`src/rtl/vc_pop_arbiter.sv`:
```
// Pop arbiter between NUM_VC first-word-fall-through VC FIFOs and NUM_DEST destination FIFOs.
// Strict-priority or weighted round-robin selection, with per-destination backpressure and a registered push stage.
module vc_pop_arbiter #(
    parameter int NUM_VC   = 2,
    parameter int NUM_DEST = 2,
    parameter int DATA_W   = 6,
    parameter int DEST_LSB = 4,
    parameter int WEIGHT_W = 4
) (
    input  logic                         clk,
    input  logic                         reset_L,
    input  logic                         mode,
    input  logic [NUM_VC-1:0]            vc_empty,
    input  logic [NUM_VC*DATA_W-1:0]     vc_data,
    input  logic [NUM_VC*WEIGHT_W-1:0]   vc_weight,
    input  logic [NUM_DEST-1:0]          dest_full,
    input  logic [NUM_DEST-1:0]          dest_almost_full,
    output logic [NUM_VC-1:0]            vc_pop,
    output logic [NUM_VC-1:0]            pop_delay,
    output logic [NUM_DEST-1:0]          dest_push,
    output logic [DATA_W-1:0]            out_data,
    output logic [$clog2(NUM_VC)-1:0]    grant_vc
);

    localparam int VC_W   = $clog2(NUM_VC);
    localparam int DEST_W = $clog2(NUM_DEST);
    localparam logic [DEST_W:0] DEST_LIMIT = (DEST_W + 1)'(NUM_DEST);

    logic [DEST_W-1:0]   dest_idx   [NUM_VC];
    logic [WEIGHT_W-1:0] eff_weight [NUM_VC];
    logic [NUM_DEST-1:0] paused;
    logic [NUM_VC-1:0]   elig;
    logic [NUM_DEST-1:0] push_next;

    logic [VC_W-1:0]     ptr;
    logic [WEIGHT_W-1:0] cnt;

    logic                grant_valid;
    logic                keep;
    logic [VC_W-1:0]     grant_idx;

    assign paused = dest_full | dest_almost_full;

    // A head word addressing a nonexistent destination is held back rather than dropped.
    always_comb begin
        for (int i = 0; i < NUM_VC; i++) begin
            dest_idx[i] = vc_data[i*DATA_W + DEST_LSB +: DEST_W];
            eff_weight[i] = (vc_weight[i*WEIGHT_W +: WEIGHT_W] == '0)
                          ? WEIGHT_W'(1) : vc_weight[i*WEIGHT_W +: WEIGHT_W];
            elig[i] = 1'b0;
            if (!vc_empty[i] && ({1'b0, dest_idx[i]} < DEST_LIMIT))
                elig[i] = ~paused[dest_idx[i]];
        end
    end

    always_comb begin
        logic [VC_W-1:0] cand;
        grant_valid = 1'b0;
        grant_idx   = '0;
        keep        = 1'b0;
        cand        = '0;
        if (!mode) begin
            for (int i = NUM_VC - 1; i >= 0; i--) begin
                if (elig[i]) begin
                    grant_valid = 1'b1;
                    grant_idx   = VC_W'(i);
                end
            end
        end else if (elig[ptr] && (cnt < eff_weight[ptr])) begin
            keep        = 1'b1;
            grant_valid = 1'b1;
            grant_idx   = ptr;
        end else begin
            // Scan farthest-first so the nearest eligible VC after ptr overwrites; ptr itself is tried last.
            for (int k = NUM_VC; k >= 1; k--) begin
                cand = VC_W'((int'(ptr) + k) % NUM_VC);
                if (elig[cand]) begin
                    grant_valid = 1'b1;
                    grant_idx   = cand;
                end
            end
        end
    end

    always_comb begin
        vc_pop = '0;
        if (reset_L && grant_valid)
            vc_pop[grant_idx] = 1'b1;
    end

    always_comb begin
        push_next = '0;
        if (grant_valid)
            push_next[dest_idx[grant_idx]] = 1'b1;
    end

    always_ff @(posedge clk or negedge reset_L) begin
        if (!reset_L) begin
            pop_delay <= '0;
            dest_push <= '0;
            out_data  <= '0;
            grant_vc  <= '0;
            ptr       <= '0;
            cnt       <= '0;
        end else begin
            pop_delay <= vc_pop;
            dest_push <= push_next;
            if (grant_valid) begin
                out_data <= vc_data[grant_idx*DATA_W +: DATA_W];
                grant_vc <= grant_idx;
            end
            // Strict mode parks the WRR state so entering WRR always starts fresh at VC0.
            if (!mode) begin
                ptr <= '0;
                cnt <= '0;
            end else if (grant_valid) begin
                if (keep) begin
                    cnt <= cnt + 1'b1;
                end else begin
                    ptr <= grant_idx;
                    cnt <= WEIGHT_W'(1);
                end
            end
        end
    end

endmodule

```
`config.mk`:
```
export PLATFORM = sky130hd
export DESIGN_NAME = vc_pop_arbiter
export DESIGN_NICKNAME = d
export VERILOG_FILES = /design/src/rtl/vc_pop_arbiter.sv
export SDC_FILE = /design/constraint.sdc
export NUM_CORES = 1
export LEC_CHECK = 0
export CAP_MARGIN = 15
export CORE_ASPECT_RATIO = 1.4
export CORE_UTILIZATION = 44
export DETAILED_ROUTE_END_ITERATION = 12
export GPL_TIMING_DRIVEN = 0
export HOLD_SLACK_MARGIN = 0.03
export PLACE_DENSITY = 0.87
export SYNTH_ARGS = -nofsm -noshare
export SYNTH_HDL_FRONTEND = slang
export SYNTH_SLANG_ARGS = --single-unit
```
`constraint.sdc`:
```
create_clock -name clk -period 3.1 [get_ports clk]
set_input_delay 0.62 -clock clk [delete_from_list [all_inputs] [get_ports clk]]
set_output_delay 0.62 -clock clk [all_outputs]
set_load 0.05 [all_outputs]
```
==> flow_summary.rst <==
.. list-table::
   :header-rows: 1

   * - Metric
     - Value
   * - Tcrit/Tclk final
     - 99.6%
   * - Largest net degree at the start of global routing
     - 19
   * - Routed wire length
     - 3.07 mm
   * - Highest ir drop seen on vdd
     - 0.340 mV
   * - Number of warning messages in the yosys log
     - 0
   * - Critical path class
     - in -> out
   * - Synthesis-to-layout area growth
     - 53.2%
   * - Source-to-sink clock delay at the later pin of the worst-skew pair
     - 0.28 ns
   * - Most used cells in the layout excluding fill and tap cells
     - sky130_fd_sc_hd__clkdlybuf4s50_1 (32), sky130_fd_sc_hd__dfrtp_1 (16), sky130_fd_sc_hd__nor2_1 (13)
   * - Die ar.
     - 0.00283 sq mm
   * - Global-route wire length before repair
     - 5.09 mm
   * - Instance area at placement
     - 0.00160 sq mm
   * - Ports placed on the boundary
     - 42
   * - Iteration-0 DRC Markers
     - 46
   * - Maximum frequency from static timing analysis
     - 324 MHz
   * - Antenna violations before repair
     - 0
   * - Final standard cell area without fillers
     - 0.00176 sq mm
   * - Internal power contribution
     - 0.000400 W
   * - Top_reg_cell synth
     - sky130_fd_sc_hd__dfrtp_1
   * - Kind of end point of the critical path
     - primary output
   * - Net count of the mapped netlist
     - 145
   * - Clk sinks
     - 16
   * - Worst min-delay path category
     - reg -> reg
   * - RSZ-0062 raised after global routing
     - true
   * - Type of origin of the critical path
     - input port
   * - Final worst setup slack
     - 0.0112 ns
   * - Syn Std Cell Area
     - 0.00115 sq mm
   * - Portion of total power attributed to combinational logic
     - 45.5%
   * - Overall power consumption
     - 0.000649 W
   * - Post-DP HPWL
     - 2.37 mm
   * - Initial core utilization
     - 47.1%
   * - Count of flip-flops with a built-in enable after synthesis
     - 0
   * - Via count of the routed design
     - 1096
   * - Final nets
     - 202
   * - Source of the worst register-to-register timing path
     - ptr
   * - Weighted congestion reported at the end of routability-driven placement
     - 0.823
   * - HP Start
     - grant_vc
   * - Utilization after layout
     - 72.1%
   * - Unique cell type count in the Yosys netlist
     - 41
   * - Hold-fix buffer count after cts
     - 0
   * - Overflow left after global routing
     - 0
   * - Worst endpoint required time
     - 2.48 ns
   * - Final worst path period need
     - 3.09 ns
   * - Post-synthesis sequential element count
     - 16
   * - Wire length per cell
     - 15.2 um
   * - Highest net fanout along the worst path
     - 4
   * - Most common cell after layout, fill and taps aside
     - sky130_fd_sc_hd__clkdlybuf4s50_1
   * - Launching instance or port of the critical path
     - vc_weight[1]
   * - Share of synthesized area occupied by flip-flops and latches
     - 34.8%
   * - Maximum capacitance violations
     - 0
   * - Lkg Pwr
     - 0.743 nW
   * - Power density over the cells
     - 368 mW/mm^2
   * - Clock root buffer master
     - sky130_fd_sc_hd__clkbuf_4
   * - Inserted Diodes
     - 0
   * - Least-Margin Pin Slew
     - 0.789 ns
   * - Detailed-route vias per instance
     - 5.45
   * - Worst clock skew on the final layout
     - 0.00756 ns
   * - Avg Inst Size Synth
     - 10.3 sq um
   * - Ys async rst share
     - 100%
   * - Overall die width
     - 45.2 um
   * - Number of buffers inserted during clock tree synthesis
     - 3
   * - Pre-CTS worst setup slack
     - -1.13 ns
   * - Switching share of power
     - 38.3%
   * - Layout cell share with drive strength beyond 1
     - 26.9%
   * - Number of iterations in the first detailed-routing pass
     - 4
   * - Post-route DRC violation count
     - 0
   * - Total negative setup slack
     - 0 ns
   * - Max-slew violation total from the final report
     - 0
   * - Worst path arrival time
     - 2.47 ns
   * - Area of the core
     - 0.00244 sq mm
   * - Vias in the first global route
     - 1194
   * - Result of the run
     - finished, final reports clean
   * - Number of buffers on the longest clock path
     - 2
   * - Switching component of the power
     - 0.000249 W
   * - Htree depth
     - 1
   * - Reg power frac
     - 38.3%
   * - Relative slew slack
     - 47.2%
   * - Overall die height
     - 62.5 um
   * - Placement Rows
     - 21
   * - Number of antenna-violating nets in the routed design
     - 0
   * - Setup Viol. Count Final
     - 0
   * - Clock Pin Slew Worst Setup and Hold Paths
     - 0.09 ns
   * - Portion of total power attributed to the clock network
     - 16.2%
   * - Buffers added on ports
     - 41
   * - Clock tree from TritonCTS
     - done
   * - Final number of hold-violating endpoints
     - 0
   * - Total routing usage reported by global routing
     - 23.9%
   * - Synthesized instance count
     - 112
## registers in the layout (all words and copies together) (netlist names)
signal	cells
cnt	4
dest_push	2
grant_vc	1
out_data	6
pop_delay	2
ptr	1
## Yosys cell counts, drive strengths merged (2+ instances only)
library cell	number	share of area [%]
o22ai	5	2.7
o21bai	2	1.6
a21oi	8	4.5
a221oi	5	6.5
nand2	8	2.6
nor4	3	5.5
dfrtp	16	35
a211o	2	1.5
a32oi	2	1.5
mux2i	4	3.5
ha	4	4.3
inv	7	2.3
a211oi	2	1.7
o21ai	3	2.3
nand3	4	1.7
nor2	15	4.9
nor4b	2	2.1
nor3	2	1.8
or3b	2	1.7
a21o	2	1.3
## routing by layer
layer / wire (um) / track usage [%] / up-vias
met1: 1190 / 25.4 / 518
met5: 0 / 0 / -
met2: 1700 / 45.3 / 40
li1: - / - / 534
met3: 143 / 4.05 / 4
met4: 29 / 6.44 / 0
## cell families (layout without fill, tap and decap cells)
group	count (synthesis)	count (layout)	share of synthesized area (%)
AOI/OAI and AO/OA	36	36	28.2
adders and majority gates	4	4	4.35
buffers and inverters	9	64	3.59
and+or+nand+nor	40	40	22.8
muxes	5	5	4.78
DFF	16	16	34.8
xor gates and xnor gates	2	2	1.52
## power by group through the flow
stage | clock network [W] | registers (W) | logic, W
detailed placement | 0 | 0.000252 | 0.000281
finish | 0.000105 | 0.000249 | 0.000295
CTS | 0.000108 | 0.000249 | 0.000291
global placement | 0 | 0.000251 | 0.000273
global route | 0.000118 | 0.000251 | 0.000311
floorplan | 0 | 0.000329 | 0.0000901
## per-stage QoR
stage	instances	hold slack, ns
2_1_floorplan	112	0.324
3_3_place_gp	187	0.481
3_5_place_dp	187	0.501
4_1_cts	200	0.526
5_1_grt	201	0.561
6_report	201	0.524
## cell type report
class	count	area, sq um
Multi-Input combinational cell	87	757
Fill cell	183	681
Clock buffer	3	22.5
Timing Repair Buffer	52	499
Tap cell	34	42.5
Buffer	2	15.0
Inverter	7	26.3
Sequential cell	16	400
## worst paths after layout
check                               end  slack [ns]  depth (start not counted)
setup / recovery              vc_pop[0]        0.01                         11
hold / removal                 grant_vc        0.52                          2
setup reg to reg           dest_push[0]        0.62                         11
hold reg to reg                grant_vc        0.52                          2
max in group asynchronous        cnt[2]        1.81                          1
min in group asynchronous  dest_push[1]        0.79                          1
## critical path: stages
cell	delay [ns]
sky130_fd_sc_hd__clkdlybuf4s15_1	0.22
sky130_fd_sc_hd__mux2i_2	0.18
sky130_fd_sc_hd__ha_1	0.29
sky130_fd_sc_hd__nand3_2	0.12
sky130_fd_sc_hd__nor4_4	0.04
sky130_fd_sc_hd__buf_4	0.16
sky130_fd_sc_hd__buf_6	0.11
sky130_fd_sc_hd__o211a_4	0.23
sky130_fd_sc_hd__nor3_4	0.14
sky130_fd_sc_hd__and2_4	0.18
sky130_fd_sc_hd__buf_8	0.14
## what timing repair did
| item | in CTS | in global routing |
|---|---|---|
| endpoints found under the setup margin | 2 | 2 |
| pin swaps | 9 | 5 |
| hold endpoints to repair | 0 | 0 |
| resized for setup | 33 | 6 |
| setup buffers | 10 | 1 |
Note: power is estimated with default switching activity, not from simulation.
